## config.mk

```make
export PLATFORM = sky130hd
export DESIGN_NAME = logic_fu_cdb
export DESIGN_NICKNAME = d
export VERILOG_FILES = /design/src/rtl/logic_fu_cdb.sv
export SDC_FILE = /design/constraint.sdc
export NUM_CORES = 1
export LEC_CHECK = 0
export CAP_MARGIN = 20
export CORE_MARGIN = 2
export CORE_UTILIZATION = 57
export CTS_CLUSTER_DIAMETER = 120
export DETAILED_ROUTE_END_ITERATION = 10
export PLACE_DENSITY = 0.82
export SLEW_MARGIN = 0
export SYNTH_ARGS = -nofsm -noshare
export SYNTH_HDL_FRONTEND = slang
export SYNTH_SLANG_ARGS = --single-unit
```

## constraint.sdc

```tcl
create_clock -name clk -period 2.95 [get_ports clk]
set_input_delay 0.4425 -clock clk [delete_from_list [all_inputs] [get_ports clk]]
set_output_delay 0.4425 -clock clk [all_outputs]
set_load 0.03 [all_outputs]
```

## src/rtl/logic_fu_cdb.sv

```systemverilog
// Logic functional unit with a common-data-bus result buffer.
//
// An accepted operation is evaluated bitwise and latched into a single execute
// register; on the next edge it moves unconditionally into a DEPTH-entry FIFO.
// The FIFO head is offered on the CDB and pops on every granted cycle.
//
// Ports:
//   clk, rst_n                   clock and asynchronous active-low reset
//   issue_valid / issue_ready    issue handshake from the reservation station
//   issue_op, issue_a, issue_b   opcode and 32-bit operands
//   issue_tag                    destination tag
//   flush                        synchronous squash of all in-flight work
//   cdb_req / cdb_gnt            bus request and arbiter grant
//   cdb_valid, cdb_tag, cdb_data broadcast (zeroed when not valid)
//   busy                         any operation in flight
module logic_fu_cdb #(
    parameter int unsigned TAG_W = 4,
    parameter int unsigned DEPTH = 4
) (
    input  logic             clk,
    input  logic             rst_n,
    input  logic             issue_valid,
    output logic             issue_ready,
    input  logic [2:0]       issue_op,
    input  logic [31:0]      issue_a,
    input  logic [31:0]      issue_b,
    input  logic [TAG_W-1:0] issue_tag,
    input  logic             flush,
    output logic             cdb_req,
    input  logic             cdb_gnt,
    output logic             cdb_valid,
    output logic [TAG_W-1:0] cdb_tag,
    output logic [31:0]      cdb_data,
    output logic             busy
);

    localparam int unsigned PTR_W = (DEPTH > 1) ? $clog2(DEPTH) : 1;
    localparam int unsigned CNT_W = $clog2(DEPTH + 1);
    localparam logic [PTR_W-1:0] PTR_MAX   = PTR_W'(DEPTH - 1);
    localparam logic [CNT_W:0]   DEPTH_EXT = (CNT_W + 1)'(DEPTH);

    logic             exec_v_q, exec_v_d;
    logic [TAG_W-1:0] exec_tag_q, exec_tag_d;
    logic [31:0]      exec_data_q, exec_data_d;
    logic [PTR_W-1:0] wr_ptr_q, wr_ptr_d;
    logic [PTR_W-1:0] rd_ptr_q, rd_ptr_d;
    logic [CNT_W-1:0] count_q, count_d;

    // Storage is not reset: cdb_tag/cdb_data are gated by cdb_valid.
    logic [31:0]      mem_data [DEPTH];
    logic [TAG_W-1:0] mem_tag  [DEPTH];

    logic [31:0]  result;
    logic [CNT_W:0] occupancy;
    logic         accept;
    logic         push;
    logic         pop;

    // Readiness depends only on state, never on grant or issue_valid.
    assign occupancy   = {1'b0, count_q} + {{CNT_W{1'b0}}, exec_v_q};
    assign issue_ready = occupancy < DEPTH_EXT;

    assign cdb_req   = (count_q != '0);
    assign cdb_valid = cdb_req & cdb_gnt;
    assign cdb_tag   = cdb_valid ? mem_tag[rd_ptr_q]  : '0;
    assign cdb_data  = cdb_valid ? mem_data[rd_ptr_q] : '0;
    assign busy      = exec_v_q | cdb_req;

    assign accept = issue_valid & issue_ready & ~flush;
    // The execute entry always finds room: readiness reserved a slot for it.
    assign push   = exec_v_q & ~flush;
    assign pop    = cdb_valid & ~flush;

    always_comb begin
        result = '0;
        case (issue_op)
            3'b000: result = issue_a & issue_b;
            3'b001: result = issue_a | issue_b;
            3'b010: result = issue_a ^ issue_b;
            3'b011: result = ~(issue_a & issue_b);
            3'b100: result = ~(issue_a | issue_b);
            3'b101: result = ~(issue_a ^ issue_b);
            3'b110: result = ~issue_a;
            3'b111: result = issue_a;
        endcase
    end

    always_comb begin
        exec_v_d    = accept;
        exec_tag_d  = accept ? issue_tag : exec_tag_q;
        exec_data_d = accept ? result : exec_data_q;
        wr_ptr_d    = wr_ptr_q;
        rd_ptr_d    = rd_ptr_q;
        count_d     = count_q;
        if (flush) begin
            wr_ptr_d = '0;
            rd_ptr_d = '0;
            count_d  = '0;
        end else begin
            if (push) wr_ptr_d = (wr_ptr_q == PTR_MAX) ? '0 : wr_ptr_q + PTR_W'(1);
            if (pop)  rd_ptr_d = (rd_ptr_q == PTR_MAX) ? '0 : rd_ptr_q + PTR_W'(1);
            case ({push, pop})
                2'b10:   count_d = count_q + CNT_W'(1);
                2'b01:   count_d = count_q - CNT_W'(1);
                default: count_d = count_q;
            endcase
        end
    end

    always_ff @(posedge clk or negedge rst_n) begin
        if (!rst_n) begin
            exec_v_q    <= 1'b0;
            exec_tag_q  <= '0;
            exec_data_q <= '0;
            wr_ptr_q    <= '0;
            rd_ptr_q    <= '0;
            count_q     <= '0;
        end else begin
            exec_v_q    <= exec_v_d;
            exec_tag_q  <= exec_tag_d;
            exec_data_q <= exec_data_d;
            wr_ptr_q    <= wr_ptr_d;
            rd_ptr_q    <= rd_ptr_d;
            count_q     <= count_d;
        end
    end

    always_ff @(posedge clk) begin
        if (push) begin
            mem_data[wr_ptr_q] <= exec_data_q;
            mem_tag[wr_ptr_q]  <= exec_tag_q;
        end
    end

endmodule

```

==> metrics.yaml, run 1 <==
num_io_pins: 116
timing.slew.headroom_pct: 45.2
crit_fanout: 19
synthFlopType: "edfxtp_1"
synth_nets: 999
layout_common_cells: "144 x edfxtp_1, 86 x inv_1, 81 x clkdlybuf4s50_1"
n_antenna_cell: 0
total_power_mw: 8.76
synth_top_family_by_area: "multiplexers"
cts_buffers: 17
syn_area_per_cell_um2: 12.3
holdWs_ns: 0.110
fin_util_pct: 71.0
die_area_um2: 19500
path_class: "flop to output port"
cp-start-kind: "flop"
antenna_found_initial: 0
rsz0062_at_grt: "no"
track_usage_pct: 24.2
overflow: 0
hold_violations: 0
worstHoldPathType: "input port to async pin"
viasPerCell: 5.80
slew_violations: 0
die_y_um: 140
cp-end-kind: "output port"
reg2reg_to: "count_q[2]$_DFFE_PN0P_"
p_per_area_nw_per_um2: 685
drt_first_pass_iters: 5
synthCells: 853
ir_drop_mv: 0.518
wirelength_mm: 22.8
clk_pin_slew_ns: 0.07
cts_tree: "done"
cts_root_buf: "clkbuf_16"
syn_to_final_growth_pct: 22.0
synth-simple-area-share_pct: 10.7
fin_crit_sh_pct: 92.4
portBuffers: 115
drive_gt1_share_pct: 16.5
ys_types: 48
async_flop_share_pct: 23.4
nets: 1112
final_common_cell: "edfxtp_1"
synth_mux_area_share_pct: 12.7
dpl.hpwl_mm: 15.5
grt_first_pass_wirelength_mm: 36.7
reg2reg_slack_ns: 0.60
setup_viol: 0
vias: 7010
grt_start_max_net_pins: 64
place_ws_ns: 0.319
initial_core_util_pct: 58.2
ys.warnings.count: 0
r2r_start: "count_q[0]$_DFFE_PN0P_"
die_x_um: 140
drtIter0Drc: 562
clkSinkCount: 188
drtAntennaViolNets: 0
outcome: "complete, no violations"
synth_area_um2: 10500
tns_ns: 0
synth-xor-area-share_pct: 1.42
period_needed_ns: 2.73
fin_skew_ns: 0.00762
wl_per_cell_um: 18.9
crit_required_ns: 2.51
grt_pass1_vias: 6906
worst_pin_slew_ns: 0.822
synth_compound_area_share_pct: 9.20
worstSkewPairLatency_ns: 0.43
yosys_register_bits: 188
fmax_ghz: 0.367
p_leak_nw: 5.00
synthAdderAreaFrac_pct: 8.42
finalWeightedCongestion: 0.827
worst_slack_ns: 0.224
arrival_ns: 2.28
coreArea_um2: 18000
cts_htree_levels: 4
r2r.worst_path.cells: 9
rows: 49
synth.yosys.seq_area_share_pct: 51.7
maxCapViolCount: 0
clock_path_buffers: 2
synth_edf_count: 144
cts_resized: 0
route.detailed.drc: 0
routing by layer:
layer  part of all wire (%)  GRT usage, %  vias to the layer above
li1                       -             -                     3298
met1                     43          34.0                     3408
met2                     49          39.4                      257
met3                    5.8          3.54                       47
met4                    2.2          8.26                        0
met5                      0             0                        -
where the power goes:
group	total [mW]	internal (mW)	switching, mW
Clock	2.51	1.52	0.987
Sequential	3.70	3.32	0.381
Combinational	2.56	1.29	1.27
per-stage QoR:
stage / instance area [um2] / cells
floorplan: 10500 / 853
global placement: 12100 / 1173
detailed placement: 12100 / 1173
CTS: 12800 / 1208
global route: 12800 / 1208
finish: 12800 / 1208
layout make-up:
| class | instances | area, um2 |
|---|---|---|
| flip-flops and latches | 188 | 5430 |
| fillers | 1237 | 5230 |
| multi-input cells | 528 | 4450 |
| repair buffers | 144 | 1650 |
| clock buffers | 17 | 425 |
| inverters | 87 | 327 |
| well taps | 229 | 287 |
| clock inverters | 15 | 230 |
logic make-up after synthesis:
kind of cell             after synthesis
AO/OA/AOI/OAI                        151
XOR/XNOR                              17
adder cells (fa/ha/maj)               70
buffers and inverters                137
flip-flops                           188
multiplexers                          75
AND/OR/NAND/NOR                      215
worst max-delay path, cell delays in order (launching register included):
cell,delay [ns]
dfrtp_2,0.55
buf_4,0.40
mux4_2,0.58
nor2b_1,0.18
buf_12,0.14
synth_stat cells (5+ instances only):
cell type | instances | area, um2
edfxtp_1 | 144 | 4320
inv_1 | 86 | 323
ha_1 | 69 | 863
nand2_1 | 69 | 259
o21ai_0 | 62 | 310
nor2b_1 | 60 | 375
mux4_2 | 45 | 1010
dfrtp_1 | 44 | 1100
nor2_1 | 30 | 113
nand2b_1 | 24 | 150
a211oi_1 | 17 | 128
buf_2 | 17 | 85.1
clkbuf_1 | 17 | 63.8
mux2i_1 | 16 | 160
xor2_1 | 15 | 131
mux2_2 | 14 | 158
o21ai_1 | 14 | 70.1
a221oi_1 | 10 | 87.6
and2_1 | 10 | 62.6
buf_4 | 10 | 75.1
o32ai_1 | 10 | 87.6
a31oi_1 | 8 | 50.1
o211ai_1 | 8 | 60.1
a21oi_1 | 6 | 30.0
or2_2 | 5 | 31.3
worst max-delay path by stage:
| stage | from | to | depth (start not counted) |
|---|---|---|---|
| floorplan | count_q[1]$_DFFE_PN0P_ | count_q[2]$_DFFE_PN0P_ | 7 |
| global placement | count_q[1]$_DFFE_PN0P_ | count_q[2]$_DFFE_PN0P_ | 7 |
| detailed placement | count_q[1]$_DFFE_PN0P_ | count_q[2]$_DFFE_PN0P_ | 7 |
| CTS | rd_ptr_q[0]$_DFFE_PN0P_ | cdb_data[5] | 4 |
| global route | rd_ptr_q[0]$_DFFE_PN0P_ | cdb_data[23] | 4 |
| finish | rd_ptr_q[0]$_DFFE_PN0P_ | cdb_data[5] | 4 |
repair_timing:
action	CTS	global route
endpoints found under the setup margin	3	0
setup buffers	3	0
hold buffers	0	0
state kept, by name, summed over array words and instances, names as in the netlist:
signal and cells:
mem_data 128, exec_data_q 32, mem_tag 16, exec_tag_q 4
count_q 3, rd_ptr_q 2, wr_ptr_q 2, exec_v_q 1
Power figures use the tool's default switching activity.
==> inputs of run 2 (changes only) <==
--- a/config.mk
+++ b/config.mk
@@ -10,7 +10,9 @@
 export CORE_UTILIZATION = 57
 export CTS_CLUSTER_DIAMETER = 120
 export DETAILED_ROUTE_END_ITERATION = 10
+export MAX_ROUTING_LAYER = met4
 export PLACE_DENSITY = 0.82
+export SETUP_SLACK_MARGIN = 0.2
 export SLEW_MARGIN = 0
 export SYNTH_ARGS = -nofsm -noshare
 export SYNTH_HDL_FRONTEND = slang
==> constraint.sdc (replaced) <==
create_clock -name clk -period 2.95 [get_ports clk]
set_input_delay 0.4425 -clock clk [delete_from_list [all_inputs] [get_ports clk]]
set_output_delay 0.4425 -clock clk [all_outputs]
set_load 0.05 [all_outputs]
==> run 2 against run 1 <==
- design area is 0.33% lower
- worst setup slack gained 0.24 ns
- power decreased by 1.2%
- final cell count is 0.58% lower
- clock power fell by 15%
- first-iteration DRC count decreased by 14%
- highest routed layer unchanged
- critical path type unchanged
- clock skew is essentially flat
- sequential share of layout area grew 0.14 points
- routed wire length shrank 2.9%
- die area did not move
- clock-buffer cell count rose by 3
==> metrics.yaml, run 2 (synthesis gave the netlist of run 1 again) <==
outcome: "complete, no violations"
drt_first_pass_iters: 5
cts_htree_levels: 4
fin_crit_sh_pct: 84.1
die_x_um: 140
setup_viol: 0
viasPerCell: 5.76
cts_root_buf: "clkbuf_16"
crit_required_ns: 2.51
worst_pin_slew_ns: 0.817
clkSinkCount: 188
cts_buffers: 17
die_area_um2: 19500
clk_pin_slew_ns: 0.07
fin_skew_ns: 0.00725
slew_violations: 0
clock_path_buffers: 2
portBuffers: 115
regMostFlops: "mem_data"
path_buf_inv: 2
path_delay_family: "buffers and inverters"
hold_violations: 0
drtIter0Drc: 483
reg_top3: "mem_data: 128 flops, exec_data_q: 32 flops, mem_tag: 16 flops"
finalWeightedCongestion: 0.836
crit_chain: "buf_4 -> mux4_2 -> nor2b_1 -> buf_12"
syn_to_final_growth_pct: 21.6
wl_per_cell_um: 18.5
fmax_ghz: 0.403
grt_pass1_vias: 6768
holdWs_ns: 0.108
wirelength_mm: 22.2
tns_ns: 0
slowest_delay_ns: 0.47
p_leak_nw: 4.95
worstSkewPairLatency_ns: 0.43
antenna_found_initial: 0
period_needed_ns: 2.48
cp-start-kind: "flop"
track_usage_pct: 24.1
ir_drop_mv: 0.919
slowest_stage: "buf_4"
rsz0062_at_grt: "no"
r2r.worst_path.cells: 7
route.detailed.drc: 0
die_y_um: 140
grt_first_pass_wirelength_mm: 35.6
num_io_pins: 116
drtAntennaViolNets: 0
crit_fanout: 38
layout_common_cells: "144 x edfxtp_1, 86 x inv_1, 74 x clkdlybuf4s50_1"
cts_tree: "done"
reg2reg_slack_ns: 0.68
timing.slew.headroom_pct: 45.5
vias: 6913
path_class: "flop to output port"
maxCapViolCount: 0
p_per_area_nw_per_um2: 679
r2r_start: "count_q[2]$_DFFE_PN0P_"
cp-end-kind: "output port"
rows: 49
drive_gt1_share_pct: 16.4
n_antenna_cell: 0
worstHoldPathType: "input port to async pin"
final_common_cell: "edfxtp_1"
arrival_ns: 2.04
coreArea_um2: 18000
nets: 1105
largest_reg_flops: 128
dpl.hpwl_mm: 14.7
cp.depth: 4
initial_core_util_pct: 58.2
overflow: 0
reg2reg_to: "count_q[2]$_DFFE_PN0P_"
grt_start_max_net_pins: 46
## run 2: cell count changes in the layout (fill, tap and decap cells not counted), moves of 4 or more
cell             change
clkdlybuf4s50_1      -7
buf_4               -11
inv_6                -5
bufinv_16            -4
buf_12              +10
## run 2: power breakdown
part	switching [mW]	leakage, nW	internal, mW	total [mW]
Sequential	0.351	1.87	3.32	3.67
Combinational	1.53	2.83	1.33	2.86
Clock	0.959	0.253	1.17	2.13
## run 2: how the worst max path moves through the flow
| stage | slack, ns | start | to |
|---|---|---|---|
| after global routing | 0.39 | rd_ptr_q[0]$_DFFE_PN0P_ | cdb_data[3] |
| final | 0.47 | rd_ptr_q[1]$_DFFE_PN0P_ | cdb_data[3] |
| after CTS | 0.21 | count_q[1]$_DFFE_PN0P_ | busy |
| after global placement | 0.34 | count_q[1]$_DFFE_PN0P_ | count_q[2]$_DFFE_PN0P_ |
| after floorplan | 0.68 | rd_ptr_q[0]$_DFFE_PN0P_ | cdb_data[13] |
| after detailed placement | 0.25 | count_q[1]$_DFFE_PN0P_ | count_q[2]$_DFFE_PN0P_ |
## run 2: cell type report
class	instances	area (um2)
Fill cell	1220	5280
Multi-Input combinational cell	528	4450
Clock inverter	12	116
Inverter	87	327
Sequential cell	188	5430
Timing Repair Buffer	137	1710
Clock buffer	20	437
Tap cell	229	287
## run 2: routing by layer
metal | wire length, um | track usage [%] | part of all wire (%)
met5 | 0 | - | 0
met4 | 369 | 7.16 | 1.7
met3 | 1410 | 3.44 | 6.4
met2 | 10700 | 38.1 | 48
met1 | 9650 | 33.1 | 44
## run 2: metrics by stage
| step | instance area [um2] | power (mW) | instances | utilization [%] | setup slack [ns] |
|---|---|---|---|---|---|
| after global routing | 12700 | 9.00 | 1201 | 70.7 | 0.394 |
| final | 12700 | 8.66 | 1201 | 70.7 | 0.469 |
| after detailed placement | 12200 | 6.56 | 1168 | 67.6 | 0.248 |
| after global placement | 12200 | 6.47 | 1168 | 67.6 | 0.342 |
| after floorplan | 10500 | 5.35 | 853 | - | 0.682 |
| after CTS | 12700 | 8.70 | 1201 | 70.7 | 0.213 |
## run 2: timing repair
| item | CTS | global route |
|---|---|---|
| buffers inserted | 1 | 0 |
| gates resized for setup | 0 | 1 |
| pin swaps | 1 | 0 |
| endpoints found under the setup margin | 14 | 1 |
| hold buffers | 0 | 0 |
| gates cloned | 0 | 0 |
## run 2: worst register-to-register path, cell delays in order (launching register included)
cell and delay (ns):
dfrtp_1 0.46, o31ai_4 0.32, buf_4 0.34, nor3_1 0.11, fa_1 0.39, nor3_1 0.26
o21ai_0 0.11, nor3b_1 0.15
==> inputs of run 3 (changes only) <==
--- a/config.mk
+++ b/config.mk
@@ -7,11 +7,11 @@
 export LEC_CHECK = 0
 export CAP_MARGIN = 20
 export CORE_MARGIN = 2
-export CORE_UTILIZATION = 57
+export CORE_UTILIZATION = 52
 export CTS_CLUSTER_DIAMETER = 120
 export DETAILED_ROUTE_END_ITERATION = 10
 export MAX_ROUTING_LAYER = met4
-export PLACE_DENSITY = 0.82
+export PLACE_DENSITY = 0.78
 export SETUP_SLACK_MARGIN = 0.2
 export SLEW_MARGIN = 0
 export SYNTH_ARGS = -nofsm -noshare
==> constraint.sdc (replaced) <==
create_clock -name clk -period 2 [get_ports clk]
set_input_delay 0.3 -clock clk [delete_from_list [all_inputs] [get_ports clk]]
set_output_delay 0.3 -clock clk [all_outputs]
set_load 0.05 [all_outputs]
==> run 3 against run 2 <==
- the run now ends with hold timing, setup timing left
- register-to-register slack lost 0.67 ns
- clock-buffer cell count shrank 3
- via count grew 3.1%
- sequential power grew 46%
- design area grew 7.8%
- largest cell class unchanged
==> metrics.yaml, run 3 (synthesis gave the netlist of run 1 again) <==
outcome: "finished, violations left"
violations: "hold timing, setup timing"
cp_common_cell: "buf_12"
clock_path_buffers: 2
finalNonFillerCells: 1288
layout_common_cells: "144 x edfxtp_1, 85 x inv_1, 71 x clkdlybuf4s50_1"
cp-end-kind: "output port"
maxCapViolCount: 0
place_ws_ns: -0.0359
p_per_area_nw_per_um2: 1010
fin_util_pct: 69.9
fin_skew_ns: 0.00839
initial_core_util_pct: 53.3
nets: 1156
cp-startpoint: "rd_ptr_q[0]$_DFFE_PN0P_"
grt_start_max_net_pins: 46
worst_slack_ns: -0.288
crit_fanout: 8
syn_to_final_growth_pct: 31.1
antenna_found_initial: 0
rows: 51
largest_reg_flops: 128
setup_viol: 37
n_antenna_cell: 0
path_class: "flop to output port"
holdWs_ns: -0.0196
worstHoldPathType: "input port to async pin"
rsz0062_at_grt: "yes"
arrival_ns: 1.99
swShare_pct: 33.1
portBuffers: 115
clock_power_share_pct: 24.1
vias: 7130
timing.slew.headroom_pct: 55.0
die_area_um2: 21300
wirelength_mm: 22.9
viasPerCell: 5.54
clkSinkCount: 188
route.detailed.drc: 0
track_usage_pct: 22.9
worstSkewPairLatency_ns: 0.44
ir_drop_mv: 0.601
grt_pass1_vias: 7038
slowest_delay_ns: 0.56
power_frac_seq_pct: 38.4
crit_chain: "buf_12 -> buf_12 -> mux4_2 -> nor2b_4 -> buf_12"
clk_pin_slew_ns: 0.07
p_switching_mw: 4.61
crit_required_ns: 1.70
dpl.hpwl_mm: 15.2
slew_violations: 0
cts_htree_levels: 4
drive_gt1_share_pct: 25.7
die_y_um: 146
final_common_cell: "edfxtp_1"
cts_tree: "done"
place_inst: 1245
cts_buffers: 17
cp-start-kind: "flop"
r2r_start: "count_q[2]$_DFFE_PN0P_"
period_needed_ns: 2.29
drtAntennaViolNets: 0
cts_root_buf: "clkbuf_16"
slowest_stage: "mux4_2"
coreArea_um2: 19700
hold_violations: 15
comb_power_share_pct: 37.5
num_io_pins: 116
wl_per_cell_um: 17.7
fin_crit_sh_pct: 114
drtIter0Drc: 508
internal-power_mw: 9.32
overflow: 0
p_leak_nw: 5.45
grt_first_pass_wirelength_mm: 37.2
drt_first_pass_iters: 5
fill_cells: 1357
die_x_um: 146
finalWeightedCongestion: 0.821
reg_top3: "mem_data: 128 flops, exec_data_q: 32 flops, mem_tag: 16 flops"
fmax_ghz: 0.437
regMostFlops: "mem_data"
worst_pin_slew_ns: 0.674
## run 3: cell types whose count changed in the layout (fill, tap and decap cells not counted), moves of 4 or more
| cell | delta |
|---|---|
| and2_1 | -4 |
| and2_2 | +4 |
| buf_12 | +17 |
| buf_4 | +29 |
| buf_6 | +6 |
| clkinvlp_4 | -4 |
| inv_8 | +5 |
| nor2b_1 | -32 |
| nor2b_2 | +7 |
| nor2b_4 | +25 |
## run 3: timing repair
item | CTS | global route
gates resized for setup | 23 | 5
pin swaps | 2 | 3
gates cloned | 0 | 2
setup buffers | 7 | 2
hold buffers | 0 | 0
endpoints found under the setup margin | 41 | 42
## run 3: path summary, 6_finish.rpt
path                                                  end  slack (ns)  cells past startpoint
worst max-delay path                         cdb_data[19]       -0.29                      5
max in group asynchronous          count_q[2]$_DFFE_PN0P_        1.55                      2
worst max register to register     count_q[2]$_DFFE_PN0P_        0.01                      8
worst min register to register    mem_tag[1][2]$_DFFE_PP_        0.52                      0
worst min-delay path               count_q[1]$_DFFE_PN0P_       -0.02                      2
min in group clk                exec_tag_q[0]$_DFFE_PN0P_        0.43                      3
## run 3: metrics by stage
| step | power, mW | setup TNS, ns | cell area [um2] |
|---|---|---|---|
| after global routing | 14.5 | -10.34 | 13700 |
| after global placement | 10.1 | -0.0178 | 12900 |
| after detailed placement | 10.2 | -0.102 | 12900 |
| after CTS | 13.8 | -8.26 | 13600 |
| final | 13.9 | -8.35 | 13700 |
| after floorplan | 8.15 | 0 | 10700 |
## run 3: cell type report
cell class	instances	area, um2	share of cell area [%]
flip-flops and latches	188	5430	39.5
multi-input cells	528	4700	34.2
repair buffers	188	2360	17.2
clock buffers	17	425	3.10
well taps	265	332	2.41
inverters	87	329	2.39
clock inverters	15	171	1.25
## run 3: power groups by stage
| stage | clock network [mW] | logic, mW | registers [mW] |
|---|---|---|---|
| global placement | 0 | 4.71 | 5.39 |
| CTS | 3.40 | 5.07 | 5.36 |
| floorplan | 0 | 2.91 | 5.24 |
| detailed placement | 0 | 4.76 | 5.43 |
| finish | 3.36 | 5.22 | 5.35 |
| global route | 3.56 | 5.55 | 5.43 |
## run 3: per-layer routing
metal  track usage [%]  wire (um)  up-vias
met2              35.9      11100      206
met1              31.5      10400     3503
li1                  -          -     3398
met3              3.79       1070       23
met5                 -          0        -
met4              6.21        291        0
## run 3: critical path, delay by kind of cell, from the launching register on
family | cells | cell delay (ns)
mux | 1 | 0.56
buf+inv | 3 | 0.43
flops | 1 | 0.38
simple gates | 1 | 0.16
